--- config.mk ---
export PLATFORM = sky130hd
export DESIGN_NAME = pc_fetch_sequencer
export DESIGN_NICKNAME = d
export VERILOG_FILES = /design/src/rtl/pc_fetch_sequencer.sv
export SDC_FILE = /design/constraint.sdc
export NUM_CORES = 1
export LEC_CHECK = 0
export ABC_AREA = 1
export CORE_AREA = 2 2 71 73
export DETAILED_ROUTE_END_ITERATION = 8
export DIE_AREA = 0 0 73 75
export DONT_BUFFER_PORTS = 1
export PLACE_DENSITY = 0.72
export SYNTH_ARGS = -nofsm -noshare
export SYNTH_HDL_FRONTEND = slang
export SYNTH_SLANG_ARGS = --single-unit
--- constraint.sdc ---
create_clock -name clk -period 1.85 [get_ports clk]
set_clock_uncertainty 0.05 [all_clocks]
set_input_delay 0.555 -clock clk [delete_from_list [all_inputs] [get_ports clk]]
set_output_delay 0.555 -clock clk [all_outputs]
set_load 0.01 [all_outputs]
--- src/rtl/pc_fetch_sequencer.sv ---
// Per-core program counter and instruction fetch sequencer: owns the PC, fetches one
// instruction at a time over a valid/ready request + valid response link, holds it until retired.
module pc_fetch_sequencer #(
    parameter int unsigned PC_WIDTH    = 8,
    parameter int unsigned INSTR_WIDTH = 16,
    parameter int unsigned CNT_WIDTH   = 16
) (
    input  logic                   clk,
    input  logic                   rst_n,
    input  logic                   Start,
    input  logic [PC_WIDTH-1:0]    StartPC,
    input  logic [PC_WIDTH-1:0]    NextPC,
    input  logic                   UpdatePC,
    input  logic                   Halt,
    output logic [PC_WIDTH-1:0]    CurrentPC,
    output logic [PC_WIDTH-1:0]    CurrentPCPlus,
    output logic                   MemReqValid,
    output logic [PC_WIDTH-1:0]    MemReqAddr,
    input  logic                   MemReqReady,
    input  logic                   MemRspValid,
    input  logic [INSTR_WIDTH-1:0] MemRspData,
    output logic [INSTR_WIDTH-1:0] Instruction,
    output logic                   InstrValid,
    output logic                   Busy,
    output logic                   Done,
    output logic [CNT_WIDTH-1:0]   RetireCount
);

    typedef enum logic [2:0] {
        StIdle,
        StReq,
        StWait,
        StHold,
        StDone
    } state_e;

    state_e                 state_q, state_d;
    logic [PC_WIDTH-1:0]    pc_q, pc_d;
    logic [INSTR_WIDTH-1:0] instr_q, instr_d;
    logic [CNT_WIDTH-1:0]   cnt_q, cnt_d;
    logic                   req_valid_q, instr_valid_q, busy_q, done_q;

    always_comb begin
        state_d = state_q;
        pc_d    = pc_q;
        instr_d = instr_q;
        cnt_d   = cnt_q;
        unique case (state_q)
            StIdle, StDone: begin
                if (Start) begin
                    pc_d    = StartPC;
                    cnt_d   = '0;
                    state_d = StReq;
                end
            end
            StReq: begin
                if (MemReqReady) state_d = StWait;
            end
            StWait: begin
                if (MemRspValid) begin
                    instr_d = MemRspData;
                    state_d = StHold;
                end
            end
            StHold: begin
                if (UpdatePC) begin
                    cnt_d = (cnt_q == '1) ? cnt_q : cnt_q + CNT_WIDTH'(1);
                    if (Halt) begin
                        state_d = StDone;
                    end else begin
                        pc_d    = NextPC;
                        state_d = StReq;
                    end
                end
            end
            default: state_d = StIdle;
        endcase
    end

    // Status flags are registered from the next state so they line up with state_q.
    always_ff @(posedge clk or negedge rst_n) begin
        if (!rst_n) begin
            state_q       <= StIdle;
            pc_q          <= '0;
            instr_q       <= '0;
            cnt_q         <= '0;
            req_valid_q   <= 1'b0;
            instr_valid_q <= 1'b0;
            busy_q        <= 1'b0;
            done_q        <= 1'b0;
        end else begin
            state_q       <= state_d;
            pc_q          <= pc_d;
            instr_q       <= instr_d;
            cnt_q         <= cnt_d;
            req_valid_q   <= (state_d == StReq);
            instr_valid_q <= (state_d == StHold);
            busy_q        <= (state_d == StReq) || (state_d == StWait) || (state_d == StHold);
            done_q        <= (state_d == StDone);
        end
    end

    assign CurrentPC     = pc_q;
    assign CurrentPCPlus = pc_q + PC_WIDTH'(1);
    assign MemReqAddr    = pc_q;
    assign MemReqValid   = req_valid_q;
    assign Instruction   = instr_q;
    assign InstrValid    = instr_valid_q;
    assign Busy          = busy_q;
    assign Done          = done_q;
    assign RetireCount   = cnt_q;

endmodule
# Yosys cells after proc, flatten, opt, wreduce, memory -nomap -nowiden

Index checks and enable logic that the tools add are counted.

Bits in registers: 47
Input bits: 39
Output and inout port bits: 60
Logic and storage cells: 45

Add/subtract/negate cells: 2
Equal/unequal tests: 13
Muxes and demuxes: 14
Reductions and logical operators: 8

Operators by type and width:

| cell                                                             | number |
|---|---|
| 16-bit two-way mux                                               | 3 |
| 16-bit one-hot mux with 2 select lines                           | 1 |
| 8-bit two-way mux                                                | 3 |
| 16-bit by 1-bit adder with 16-bit output (second input constant) | 1 |
| 16-bit == test (second input constant)                           | 1 |
| 8-bit one-hot mux with 2 select lines                            | 1 |
| 3-bit two-way mux                                                | 5 |
| 3-bit by 2-bit == test with 1-bit output (second input constant) | 4 |
| 3-bit one-hot mux with 4 select lines                            | 1 |
| 8-bit by 1-bit adder with 8-bit output (second input constant)   | 1 |
| 2-bit != test (second input constant)                            | 4 |
| 4-bit AND reduction                                              | 2 |
| 3-bit by 1-bit == test with 1-bit output (second input constant) | 2 |
| 3-bit == test (second input constant)                            | 2 |
| 3-bit logical NOT                                                | 1 |
| 1-bit logical OR                                                 | 2 |
| 2-bit AND reduction                                              | 1 |
| 2-bit nonzero test                                               | 1 |
| 2-bit OR reduction                                               | 1 |

# Depth between registers and ports, before layout

Word-level depth: 6
Mapped depth: 10
Mapped depth without buffers: 9

# Least setup slack after synthesis

Ideal clock, no wire load.

Kind: flip-flop to output port
From: reg pc_q[0], in the netlist CurrentPC[0]
To: out CurrentPCPlus[6]
Arrival time: 1.148 ns
Required time: 1.245 ns
Path slack: 0.097 ns
Stages on the path, launching flop included: 6
Path through: dfrtp_1 -> ha_1 -> nand3_1 -> nor2_1 -> nand2_1 -> xnor2_1

Cells in the longest elaborated chain, start to end: 1

Ends and longest elaborated chain:

| item                                   | RTL line | RTL |
|---|---|---|
| start, declared                        | 38       | `logic [PC_WIDTH-1:0] pc_q, pc_d;` |
| start signal, assigned                 | 93       | `pc_q <= pc_d;` |
| 8-bit by 1-bit adder with 8-bit output | 104      | `assign CurrentPCPlus = pc_q + PC_WIDTH'(1);` |
| end, declared                          | 16       | `output logic [PC_WIDTH-1:0] CurrentPCPlus,` |

Every way passes these cells.

# Final worst setup path

From: reg pc_q[1], in the netlist CurrentPC[1]
To: out CurrentPCPlus[7]

Same word-level chain as after synthesis.

==> flow_summary.json <==
{
  "wl_per_cell_um": 15.1,
  "path_clk_slew_ps": 90,
  "die_area_mm2": 0.00548,
  "groute.layer.met3.usage_pct": 5.89,
  "dp_hpwl_um": 4030,
  "syn2layout_area_growth_pct": 15.0,
  "worst-endpoint-required_ps": 1240,
  "globalRouteOverflowTotal": 0,
  "switching_share_pct": 43.2,
  "final_cell_area_mm2": 0.00291,
  "finalNetCount": 376,
  "final_hold_viol_count": 0,
  "cts_bufs_inserted": 5,
  "cellPowerDensity_mw_per_mm2": 1440,
  "most_crowded_layer_after_global_routing": "met2",
  "placed_cell_area_mm2": 0.00262,
  "share_clk_of_total_power_pct": 18.1,
  "clock.fmax_mhz": 495,
  "timing_worst_slew_pin_value_ps": 412,
  "gr-usage-all-layers_pct": 22.0,
  "sequentialPowerShare_pct": 41.7,
  "syn_nets": 358,
  "boundaryPins": 99,
  "gp_congestion": 0.797,
  "period_share_pct": 109,
  "power_switching_mw": 1.80,
  "grt_pass1_vias": 2037,
  "cell_internal_pwr_mw": 2.38,
  "hold_path.class": "in2async",
  "totalWireLength_um": 5880,
  "crit_path_max_fanout": 4,
  "drcViolationCount": 0,
  "power.static_leakage_nw": 1.37,
  "post_route_cells_drive_above_1_share_pct": 19.0,
  "rsz0062_at_grt": "true",
  "synth-seq-area-share_pct": 46.5,
  "n_antenna_cell": 0,
  "rows": 25,
  "die-height_um": 75,
  "syn_area_mm2": 0.00253,
  "core_occupancy_in_the_finished_layout_pct": 62.4,
  "global_route_wire_length_before_repair_um": 9250,
  "report.final.setup_viol": 4,
  "placement.io_buffers": 0,
  "cts_tree": "done",
  "critPathCaptureType": "primary output",
  "synthesis.yosys.warnings": 0,
  "cts-root-buf": "sky130_fd_sc_hd__clkbuf_8",
  "gate_count_of_the_mapped_netlist": 317,
  "gr-usage-met1_pct": 26.0,
  "largest_net_degree_at_the_start_of_global_routing": 48,
  "clkSinkCount": 47,
  "antenna_found_initial": 0,
  "fin_tns_setup_ps": -521,
  "worst_ep_arrival_time_ps": 1410,
  "total_via_count_after_detailed_routing": 2065,
  "number_of_enable_type_register_cells_in_the_synthesized_netlist": 0,
  "longest_clk_path_bufs": 2,
  "firstDrtPassIters": 4,
  "grt_use_met2_pct": 38.3,
  "violations": "negative setup slack",
  "floorplan.initialDensity_pct": 54.2,
  "h_tree_level_count": 2,
  "kind_of_critical_path": "reg2out",
  "dr.first_iter.drc_count": 111,
  "max_stage_delay_ps": 420,
  "final_worst_path_period_need_ps": 2020,
  "max-slew-margin-rel_pct": 72.3,
  "chipWidth_um": 73,
  "slew_violations": 0,
  "clk_latency_ps": 300,
  "synthFlopType": "sky130_fd_sc_hd__dfrtp_1",
  "critical_path.cell_chain": "nand4_1 -> nor2_2 -> nand3_2 -> xnor2_1 -> buf_4",
  "combinationalPowerShare_pct": 40.2,
  "result_of_the_run": "finished with violations",
  "maxCapViolCount": 0,
  "setup_ws_ps": -168,
  "core_region_area_mm2": 0.00466,
  "flops_latches_synth": 47,
  "synth.avg_cell_area_um2": 7.97,
  "remaining_antenna_violation_count": 0,
  "crit_slowest_cell": "sky130_fd_sc_hd__dfrtp_1",
  "synth_cell_type_count": 30,
  "setup.worst_path.start_class": "flip-flop",
  "vdd.ir_drop.worst_uv": 725,
  "avgViaCountPerCell": 5.29,
  "async_flop_share_pct": 100
}
==> power by group through the flow <==
stage	Clock, mW	Combinational [mW]	Sequential [mW]
finish	0.757	1.68	1.74
global route	0.820	1.89	1.79
CTS	0.783	1.61	1.72
detailed placement	0	1.45	1.74
global placement	0	1.41	1.73
floorplan	0	1.17	1.74
==> flip-flops by register name, indices dropped and copies added (netlist names) <==
signal       cells
Instruction     16
RetireCount     16
CurrentPC        8
state_q          3
Busy             1
Done             1
InstrValid       1
MemReqValid      1
==> repair_timing <==
| action | in CTS | in global routing |
|---|---|---|
| gates resized for setup | 6 | 9 |
| hold buffers | 1 | 0 |
| gates cloned | 0 | 0 |
| hold endpoints to repair | 47 | 0 |
| buffers inserted | 5 | 3 |
| endpoints found under the setup margin | 5 | 6 |
| pin swaps | 4 | 4 |
==> layout make-up <==
type | count | area, um^2
clock buffer | 5 | 68.8
clock inverter | 3 | 43.8
fill | 392 | 1750
inverter | 24 | 92.6
multi-input combinational | 232 | 1250
sequential | 47 | 1180
tap | 54 | 67.6
timing repair buffer | 25 | 211
==> through the flow <==
step	hold WS, ps	power [mW]	instances	setup WS [ps]
3_5_place_dp	210	3.19	374	105
5_1_grt	40.3	4.50	390	-260
6_report	44.0	4.18	390	-168
4_1_cts	41.0	4.11	388	-138
3_3_place_gp	211	3.15	374	135
2_1_floorplan	209	2.91	317	96.9
==> cell usage in the layout, fill, tap and decap left out, types with 5 or more instances in the layout <==
| cell type | instances |
|---|---|
| sky130_fd_sc_hd__nand3_1 | 11 |
| sky130_fd_sc_hd__nand2_1 | 110 |
| sky130_fd_sc_hd__nand2_2 | 7 |
| sky130_fd_sc_hd__buf_4 | 23 |
| sky130_fd_sc_hd__dfrtp_1 | 47 |
| sky130_fd_sc_hd__nand4_1 | 5 |
| sky130_fd_sc_hd__o31ai_1 | 8 |
| sky130_fd_sc_hd__nor2_1 | 39 |
| sky130_fd_sc_hd__o21ai_1 | 6 |
| sky130_fd_sc_hd__o21ai_0 | 10 |
| sky130_fd_sc_hd__clkbuf_8 | 5 |
| sky130_fd_sc_hd__inv_1 | 21 |
==> cells by family (layout without fill, tap and decap cells) <==
family,count (synthesis),count (layout),synth area share (%)
fa+ha+maj,2,2,0.990
xor+xnor,13,13,4.50
flops,47,47,46.5
compound gates,30,30,7.33
simple gates,187,187,32.9
buf+inv,38,57,7.72
==> critical path, delay by kind of cell (launching register included) <==
kind,cells,cell delay [ps]
and+or+nand+nor,3,400
buffers and inverters,1,150
xor gates and xnor gates,1,140
DFF,1,420
==> Yosys cell counts, types with 2 or more instances <==
cell type	n	area share, %
sky130_fd_sc_hd__xor2_1	7	2.4
sky130_fd_sc_hd__o21ai_2	2	0.69
sky130_fd_sc_hd__buf_6	2	0.89
sky130_fd_sc_hd__nor2_4	3	1.3
sky130_fd_sc_hd__xnor2_1	6	2.1
sky130_fd_sc_hd__nand3_1	13	2.6
sky130_fd_sc_hd__nand2_2	6	1.5
sky130_fd_sc_hd__nand4_1	5	1.2
sky130_fd_sc_hd__nand2_1	111	16
sky130_fd_sc_hd__o21ai_0	10	2.0
sky130_fd_sc_hd__o31ai_1	8	2.4
sky130_fd_sc_hd__nor2_1	41	6.1
sky130_fd_sc_hd__buf_4	8	2.4
sky130_fd_sc_hd__buf_2	4	0.79
sky130_fd_sc_hd__inv_2	2	0.30
sky130_fd_sc_hd__nor2_2	2	0.49
sky130_fd_sc_hd__o21ai_1	6	1.2
sky130_fd_sc_hd__o21bai_1	2	0.59
sky130_fd_sc_hd__inv_1	21	3.1
sky130_fd_sc_hd__dfrtp_1	47	47
sky130_fd_sc_hd__ha_1	2	0.99
==> layer usage <==
layer	share of wire [%]	wire [um]	vias to the layer above
met1	43	2550	962
met3	5.9	347	7
met5	0	0	-
met4	1.5	90	0
met2	49	2900	65
li1	-	-	1031
==> worst paths after layout <==
| path | cells after the start | to | slack (ps) | start |
|---|---|---|---|---|
| max | 5 | CurrentPCPlus[7] | -170 | CurrentPC[1] |
| min | 1 | InstrValid | 40 | rst_n |
| max reg2reg | 9 | RetireCount[5] | 260 | RetireCount[0] |
| min reg2reg | 2 | Instruction[7] | 500 | Instruction[7] |
| max in group asynchronous | 1 | RetireCount[10] | 1500 | rst_n |
| min in group clk | 2 | Instruction[7] | 310 | MemRspData[7] |
Note: power is estimated with default switching activity, not from simulation.
